--- config.mk ---
export PLATFORM = sky130hd
export DESIGN_NAME = hazard_md_ctrl
export DESIGN_NICKNAME = d
export VERILOG_FILES = /design/src/rtl/hazard_md_ctrl.sv
export SDC_FILE = /design/constraint.sdc
export NUM_CORES = 1
export LEC_CHECK = 0
export ABC_AREA = 1
export ABC_CLOCK_PERIOD_IN_PS = 2000
export CORE_UTILIZATION = 30
export CTS_CLUSTER_DIAMETER = 100
export DETAILED_ROUTE_END_ITERATION = 10
export DONT_BUFFER_PORTS = 1
export HOLD_SLACK_MARGIN = 0.02
export SLEW_MARGIN = 20
export SYNTH_ARGS = -nofsm -noshare
export SYNTH_HDL_FRONTEND = slang
export SYNTH_SLANG_ARGS = --single-unit
export TNS_END_PERCENT = 30
--- constraint.sdc ---
create_clock -name clk -period 2 [get_ports clk]
set_input_delay 0.4 -clock clk [delete_from_list [all_inputs] [get_ports clk]]
set_output_delay 0.4 -clock clk [all_outputs]
set_load 0.02 [all_outputs]
--- src/rtl/hazard_md_ctrl.sv ---
// hazard_md_ctrl: Tuse/Tnew stall and forwarding control with HI/LO busy tracking and stall counter
module hazard_md_ctrl #(
    parameter int AW          = 5,
    parameter int TW          = 3,
    parameter int MULT_CYCLES = 5,
    parameter int DIV_CYCLES  = 10,
    parameter int CNT_W       = 16
) (
    input  logic             clk,
    input  logic             reset_n,
    input  logic [AW-1:0]    rs_D,
    input  logic [AW-1:0]    rt_D,
    input  logic [TW-1:0]    tuse_rs_D,
    input  logic [TW-1:0]    tuse_rt_D,
    input  logic             md_use_D,
    input  logic [AW-1:0]    rs_E,
    input  logic [AW-1:0]    rt_E,
    input  logic [AW-1:0]    a3_E,
    input  logic [AW-1:0]    a3_M,
    input  logic [AW-1:0]    a3_W,
    input  logic [TW-1:0]    tnew_E,
    input  logic [TW-1:0]    tnew_M,
    input  logic             md_start_E,
    input  logic             md_div_E,
    input  logic [AW-1:0]    rt_M,
    output logic [1:0]       fwd_d_rs,
    output logic [1:0]       fwd_d_rt,
    output logic [1:0]       fwd_e_rs,
    output logic [1:0]       fwd_e_rt,
    output logic [1:0]       fwd_m_rt,
    output logic             stall,
    output logic             pc_en,
    output logic             fd_en,
    output logic             de_clr,
    output logic             md_busy,
    output logic [CNT_W-1:0] stall_cnt
);
    localparam int MAXC = (MULT_CYCLES > DIV_CYCLES) ? MULT_CYCLES : DIV_CYCLES;
    localparam int BW   = $clog2(MAXC + 1);

    logic [BW-1:0] md_cnt;
    logic          data_stall;

    // register $0 is never a real producer
    function automatic logic hit(input logic [AW-1:0] a3, input logic [AW-1:0] s);
        return a3 != '0 && a3 == s;
    endfunction

    // nearest matching stage decides; an unready winner yields 0 rather than an older value
    function automatic logic [1:0] sel_d(input logic [AW-1:0] s);
        return hit(a3_E, s) ? (tnew_E == '0 ? 2'd1 : 2'd0) :
               hit(a3_M, s) ? (tnew_M == '0 ? 2'd2 : 2'd0) :
               hit(a3_W, s) ? 2'd3 : 2'd0;
    endfunction

    function automatic logic [1:0] sel_e(input logic [AW-1:0] s);
        return hit(a3_M, s) ? (tnew_M == '0 ? 2'd2 : 2'd0) :
               hit(a3_W, s) ? 2'd3 : 2'd0;
    endfunction

    function automatic logic need_stall(input logic [AW-1:0] s, input logic [TW-1:0] tuse);
        return (hit(a3_E, s) && tnew_E > tuse) || (hit(a3_M, s) && tnew_M > tuse);
    endfunction

    assign fwd_d_rs   = sel_d(rs_D);
    assign fwd_d_rt   = sel_d(rt_D);
    assign fwd_e_rs   = sel_e(rs_E);
    assign fwd_e_rt   = sel_e(rt_E);
    assign fwd_m_rt   = hit(a3_W, rt_M) ? 2'd3 : 2'd0;
    assign data_stall = need_stall(rs_D, tuse_rs_D) || need_stall(rt_D, tuse_rt_D);
    assign md_busy    = md_start_E || md_cnt != '0;
    assign stall      = data_stall || (md_use_D && md_busy);
    assign pc_en      = ~stall;
    assign fd_en      = ~stall;
    assign de_clr     = stall;

    // busy countdown: the start cycle itself is covered by md_start_E, so load N-1
    always_ff @(posedge clk or negedge reset_n) begin
        if (!reset_n)
            md_cnt <= '0;
        else if (md_start_E)
            md_cnt <= md_div_E ? BW'(DIV_CYCLES - 1) : BW'(MULT_CYCLES - 1);
        else if (md_cnt != '0)
            md_cnt <= md_cnt - 1'b1;
    end

    // saturating count of stalled cycles
    always_ff @(posedge clk or negedge reset_n) begin
        if (!reset_n)
            stall_cnt <= '0;
        else if (stall && stall_cnt != '1)
            stall_cnt <= stall_cnt + 1'b1;
    end
endmodule

==> results by group <==
Status
  – Status: finished, final reports clean

Place
  – Placed cells: between 400 and 500
  – Worst slack at placement: -36.1 ps
  – Port Buffers: 0
  – Post-DP HPWL: 5590 µm
  – Gpl congestion: 0.810
  – Placed cell areas: about 0.0029 mm²

Setup path
  – CP endpoint kind: output pin
  – Most used cell, CP: nand2_2
  – Slowest cell on the critical path: ha_4
  – CP required: between 1500 and 2000 ps
  – CP Cell Sequence: inv_12 > ha_4 > nand2_2 > or2_1 > a21oi_1 > nand3_1 > nand2_2 > inv_2 > nand2_4 > clkinvlp_4
  – Maximum single-stage delay on the critical path: around 240 ps
  – R2r worst-path depth: 8
  – Worst path depth: 10
  – CP delay by family, top: simple AND/OR/NAND/NOR gates
  – CP arrival: approximately 1600 ps
  – Worst path buffer plus inverter count: 3
  – Kind of critical path: in2out
  – Max Fanout on Critical Path: 2
  – Worst Setup Start Kind: input port

Synthesis
  – Post-synth top area share: 19.4%
  – Adder and majority gate portion of the synthesized area: 7.29%
  – Complex-gate fraction of the synthesized area: between 4 and 5%
  – Yosys top cell by area: dfrtp_1
  – Flip-flop and latch count after synthesis: 20
  – Synth top area cells: dfrtp_1, nand2_1, xnor2_1
  – Synth Instances: 375
  – Yosys Warn Count: 0
  – Syn avg cell area: ~6.9 µm²
  – Syn_nets: between 400 and 500
  – Synthesized area: between 0.002 and 0.003 mm²
  – Post-synthesis mux area share: 0%
  – Post-synthesis xor/xnor area fraction: a little over a fifth
  – Register area share after synthesis: approximately a fifth
  – Post-Synth Simple-Gate Area: about 36%
  – Main combinational cell family by area after synthesis: simple AND/OR/NAND/NOR gates
  – Cell variety after synth: 31

Power
  – P per Cell Area: slightly below 600 mW/mm²
  – LEAKAGE: approximately 1.4 nW
  – Total chip power: between 0.0015 and 0.002 W
  – Peak VDD IR: around 0.57 mV

Drt
  – DRC: 0
  – Total iterations of the first detailed-routing run: 5
  – Wirelength per Cell: 13.7 µm
  – Total Routed Length: 6850 µm
  – Iter 0 DRT Violations: 36
  – Final ANT Viol Nets: 0
  – Via count: approximately 2.4k
  – Vias per inst: ~4.8

Layout
  – Area growth syn-to-layout: 20.1%
  – Storage element area: roughly 500 µm²
  – Multi-input logic area: 0.00192 mm²
  – Inserted Diodes: 0
  – Nets: approximately 470
  – Final instance area: around 0.003 mm²
  – Fill count: ~900
  – Final std cells w/o fill: between 500 and 600
  – Share of cells above drive strength 1: between 20 and 25%

GRT
  – Initial antenna violation count: 0
  – First-pass GRT wire length: between 10,000 and 15,000 µm
  – Remaining global-route overflow: 0
  – Vias in the first global route: between 2k and 3k
  – Largest net degree at the start of global routing: 21
  – Aggregate global-route resource usage: 15.4%

CTS
  – TritonCTS clock tree: yes
  – Clk buf depth: 2
  – Clock sinks: 20
  – H-tree depth: 1
  – TritonCTS buffer count: 3
  – Clk_lat worst skew: 260 ps
  – Root Buffer: clkbuf_8
  – Clk slew on worst S/H paths: 70 ps

Die
  – DIE HEIGHT: approximately 95 µm
  – IO Pins: ~90
  – Cell Rows: 33
  – Die width: between 90 and 100 µm
  – Initial Util: between 30% and 40%
  – CORE AREA: 0.00826 mm²
  – DIE AREA: a little under 0.009 mm²

Worst hold path
  – Min-delay worst type: in2reg
  – Hold-critical path depth: 1

Timing
  – Unrepaired setup endpoints after global routing: yes
  – Final Slew Violations: 0
  – Max Fclk: 504 MHz
  – Slew @ Worst Pin: 927 ps
  – Clk_skew: 5.30 ps
  – Final Setup Violations: 0
  – Fin worst setup slack: around 16 ps
  – Tmin final: roughly 2000 ps
  – Max transition margin: 38.0%
  – Final Hold Fails: 0
  – Final clock period utilization by the worst path: 99.2%

Flow run
  – Max Cap Violations: 0
==> state kept, by name (all words and copies together), names as in the netlist <==
register	count
md_cnt	4
stall_cnt	16
==> final timing paths <==
| kind | from | end | slack (ps) |
|---|---|---|---|
| max | tuse_rt_D[1] | pc_en | 20 |
| max in group asynchronous | reset_n | md_cnt[2]$_DFFE_PN0N_ | 710 |
| min | md_start_E | md_cnt[1]$_DFFE_PN0N_ | 240 |
| min in group asynchronous | reset_n | stall_cnt[7]$_DFFE_PN0P_ | 720 |
| min reg2reg | md_cnt[3]$_DFFE_PN0N_ | md_cnt[3]$_DFFE_PN0N_ | 600 |
| max reg2reg | stall_cnt[0]$_DFFE_PN0P_ | stall_cnt[2]$_DFFE_PN0P_ | 180 |
==> synth_stat cells <==
| library cell | n |
|---|---|
| o21bai_4 | 1 |
| o21a_1 | 1 |
| nand4_1 | 9 |
| o21ai_0 | 2 |
| nor4_1 | 4 |
| nand2_4 | 1 |
| o21ai_1 | 1 |
| a21oi_1 | 10 |
| or2_1 | 2 |
| nand2_1 | 89 |
| o31ai_1 | 1 |
| nor2_1 | 37 |
| xnor2_1 | 33 |
| or3_1 | 1 |
| nor3_4 | 1 |
| nand3_2 | 9 |
| clkbuf_1 | 5 |
| xor2_1 | 30 |
| nor2_2 | 3 |
| nand3_1 | 27 |
| o21bai_1 | 2 |
| dfrtp_1 | 20 |
| nand2_2 | 2 |
| buf_6 | 5 |
| nor3_1 | 8 |
| inv_1 | 45 |
| nand3b_1 | 2 |
| buf_4 | 4 |
| inv_2 | 3 |
| nor2_4 | 2 |
| ha_1 | 15 |
==> repair_timing <==
| action | 4_1_cts | 5_1_grt |
|---|---|---|
| pin swaps | 8 | 12 |
| cloned | 0 | 0 |
| buffers inserted | 4 | 5 |
| resized for setup | 3 | 20 |
| setup endpoints to repair | 4 | 13 |
| hold buffers | 1 | 0 |
| endpoints found under the hold margin | 20 | 0 |
==> area by class of cell <==
cell class	instances	share of cell area [%]
multi-input combinational	293	62.1
sequential	20	16.2
timing repair buffer	31	8.42
inverter	48	7.24
tap	105	4.25
clock buffer	4	1.78
==> report_power, final <==
| part | internal [W] | switching (W) | total (W) | leakage (nW) |
|---|---|---|---|---|
| clock network | 0.000175 | 0.000137 | 0.000313 | 0.0288 |
| registers | 0.000487 | 0.0000533 | 0.000541 | 0.265 |
| logic | 0.000432 | 0.000524 | 0.000955 | 1.11 |
==> cells by family after synthesis <==
kind of cell,after synthesis
AND/OR/NAND/NOR,197
XOR/XNOR,63
buffers and inverters,62
flip-flops,20
AO/OA/AOI/OAI,18
adder cells (fa/ha/maj),15
==> per-stage QoR <==
step	hold slack [ps]	TNS [ps]	util [%]
floorplan	104	-682	-
detailed placement	105	-72.2	34.7
global route	240	-350	37.4
finish	238	0	37.4
CTS	230	-45.1	36.0
global placement	105	-25.5	34.7
==> per-layer routing <==
layer / routed length (µm) / GRT usage (%) / vias to the layer above / part of all wire, %
met5: 0 / 0 / - / 0
met4: 74 / 3.91 / 0 / 1.1
met3: 435 / 2.50 / 7 / 6.4
met2: 3450 / 29.6 / 64 / 50
met1: 2880 / 17.5 / 1102 / 42
li1: - / - / 1220 / -
==> cells in the final DEF, fill, tap and decap left out, drive strengths merged <==
cell	count
a21oi	10
buf	30
clkbuf	4
clkinvlp	1
dfrtp	20
dlygate4sd3	1
ha	15
inv	47
nand2	92
nand3	36
nand3b	2
nand4	9
nor2	42
nor3	9
nor4	4
o21a	1
o21ai	3
o21bai	3
o31ai	1
or2	2
or3	1
xnor2	33
xor2	30
No activity file was read; power rests on OpenSTA's default activity.
==> edit (same flow settings) <==
Set the parameter `CNT_W` to 14 (it was 16).
--- a/src/rtl/hazard_md_ctrl.sv
+++ b/src/rtl/hazard_md_ctrl.sv
@@ -6,3 +6,3 @@
     parameter int DIV_CYCLES  = 10,
-    parameter int CNT_W       = 16
+    parameter int CNT_W       = 14
 ) (
Ports: changed (resized stall_cnt); port bits go from 88 to 86. The function was not compared with the original's and may differ.
==> edit against the original RTL <==
The flow now finishes with violations (setup timing); clock power is 5% lower; total power is 4.8% lower; sequential cell count shrank 2; design area down 4.6%; utilization is 1.9 points lower; count of clock-buffer cells in the layout stayed put; sequential power fell by 3.7%; worst setup slack worse by 0.023 ns; first-iteration DRC count is 8.3% higher; wire length fell by 6.4%; fmax shrank 1.2%; non-clock buffer count decreased by 5; area after synthesis rose by 1.1%; largest cell class unchanged; largest power group unchanged; highest routed layer unchanged.
==> edit: results <==
group,metric,value,unit
status,status,"finished, violations left",
status,violations,"setup timing",
cts,ctsResizeCount,8,
cts,clk_path_buf_depth,2,
pwr,switchingPower,0.704,mW
global_route,first_global_vias,2229,
sta,worst_pin_slew,0.803,ns
routing,drtIter0Drc,39,
sta,finClkSkew,0.00260,ns
synthesis,netlist-cell-type-count,38,
synthesis,synth-xor-area-share,20.5,%
worst_setup_path,r2r_start,"stall_cnt[4]$_DFFE_PN0P_",
pwr,p_sw_share,40.9,%
synthesis,ys_seq_area_share,17.3,%
synthesis,synth_compound_area_share,4.47,%
placed_design,dp_hpwl,5340,um
worst_setup_path,crit_slowest_cell,"dfrtp_1",
worst_setup_path,reg2regPathDepth,7,
synthesis,synth_adder_area_share,7.22,%
sta,worst_slack,-0.00779,ns
worst_setup_path,crit_arrival,1.61,ns
placed_design,dpl.cell_count,468,
routing,met2_length,3240,um
worst_setup_path,cpPeakStageDelay,0.39,ns
layout,nets,447,
global_route,grt_max_degree,19,
layout,reg_top3,"stall_cnt (14), md_cnt (4)",
worst_setup_path,reg2reg_to,"stall_cnt[13]$_DFFE_PN0P_",
global_route,grtUsageMet3,1.99,%
synthesis,synth.area.top_cells,"dfrtp_1 17%, xnor2_1 13%, nand2_1 12%, xor2_1 7.4%, ha_1 7.2%",
worst_setup_path,ff2ff_setup_slack,0.30,ns
synthesis,avgSynthCellArea,7.23,sq um
routing,dr.pass1.iters,4,
routing,wl_met3,269,um
global_route,track_usage,14.6,%
global_route,met1_usage,18.0,%
global_route,met2_usage,26.4,%
pwr,max-vdd-ir-drop,0.000521,V
routing,routed_wl,6410,um
routing,wl_met1,2810,um
layout,layout-drive-gt1-share,22.2,%
sta,setup_violations,4,
sta,setup-tns-final,-0.0299,ns
global_route,grt_pass1_wl,10400,um
cts,post_cts_buffers,6,
pwr,p_leak,1.39,nW
layout,final_cells,479,
placed_design,pre_cts_slack,-0.0289,ns
placed_design,placed_cell_area,2800,sq um
layout,num-fill-cells,874,
pwr,pg_clk,0.298,mW
sta,whs,0.241,ns
placed_design,gp_congestion,0.857,
-- edit: changes by cell type after synthesis, sizes merged, moves of 3 or more --
cell	change
nor3	+4
xor2	-8
clkbuf	-3
nand2	-4
xnor2	+6
nor2	-11
buf	+5
-- edit: worst max path at each step --
stage | start | to | slack [ns] | cells past startpoint
after floorplan | tuse_rt_D[2] | pc_en | -0.24 | 12
after global placement | tuse_rs_D[2] | fd_en | 0.007 | 10
after detailed placement | tuse_rs_D[2] | fd_en | -0.03 | 10
after CTS | md_cnt[0]$_DFFE_PN0N_ | fd_en | 0.0003 | 8
after global routing | md_cnt[0]$_DFFE_PN0N_ | fd_en | -0.09 | 8
final | md_cnt[0]$_DFFE_PN0N_ | fd_en | -0.008 | 8
-- edit: final cells by class --
cell class | instances | share of cell area (%)
clock buffer | 4 | 1.87
inverter | 50 | 7.09
multi-input combinational | 276 | 63.9
sequential | 18 | 15.3
tap | 105 | 4.45
timing repair buffer | 26 | 7.38
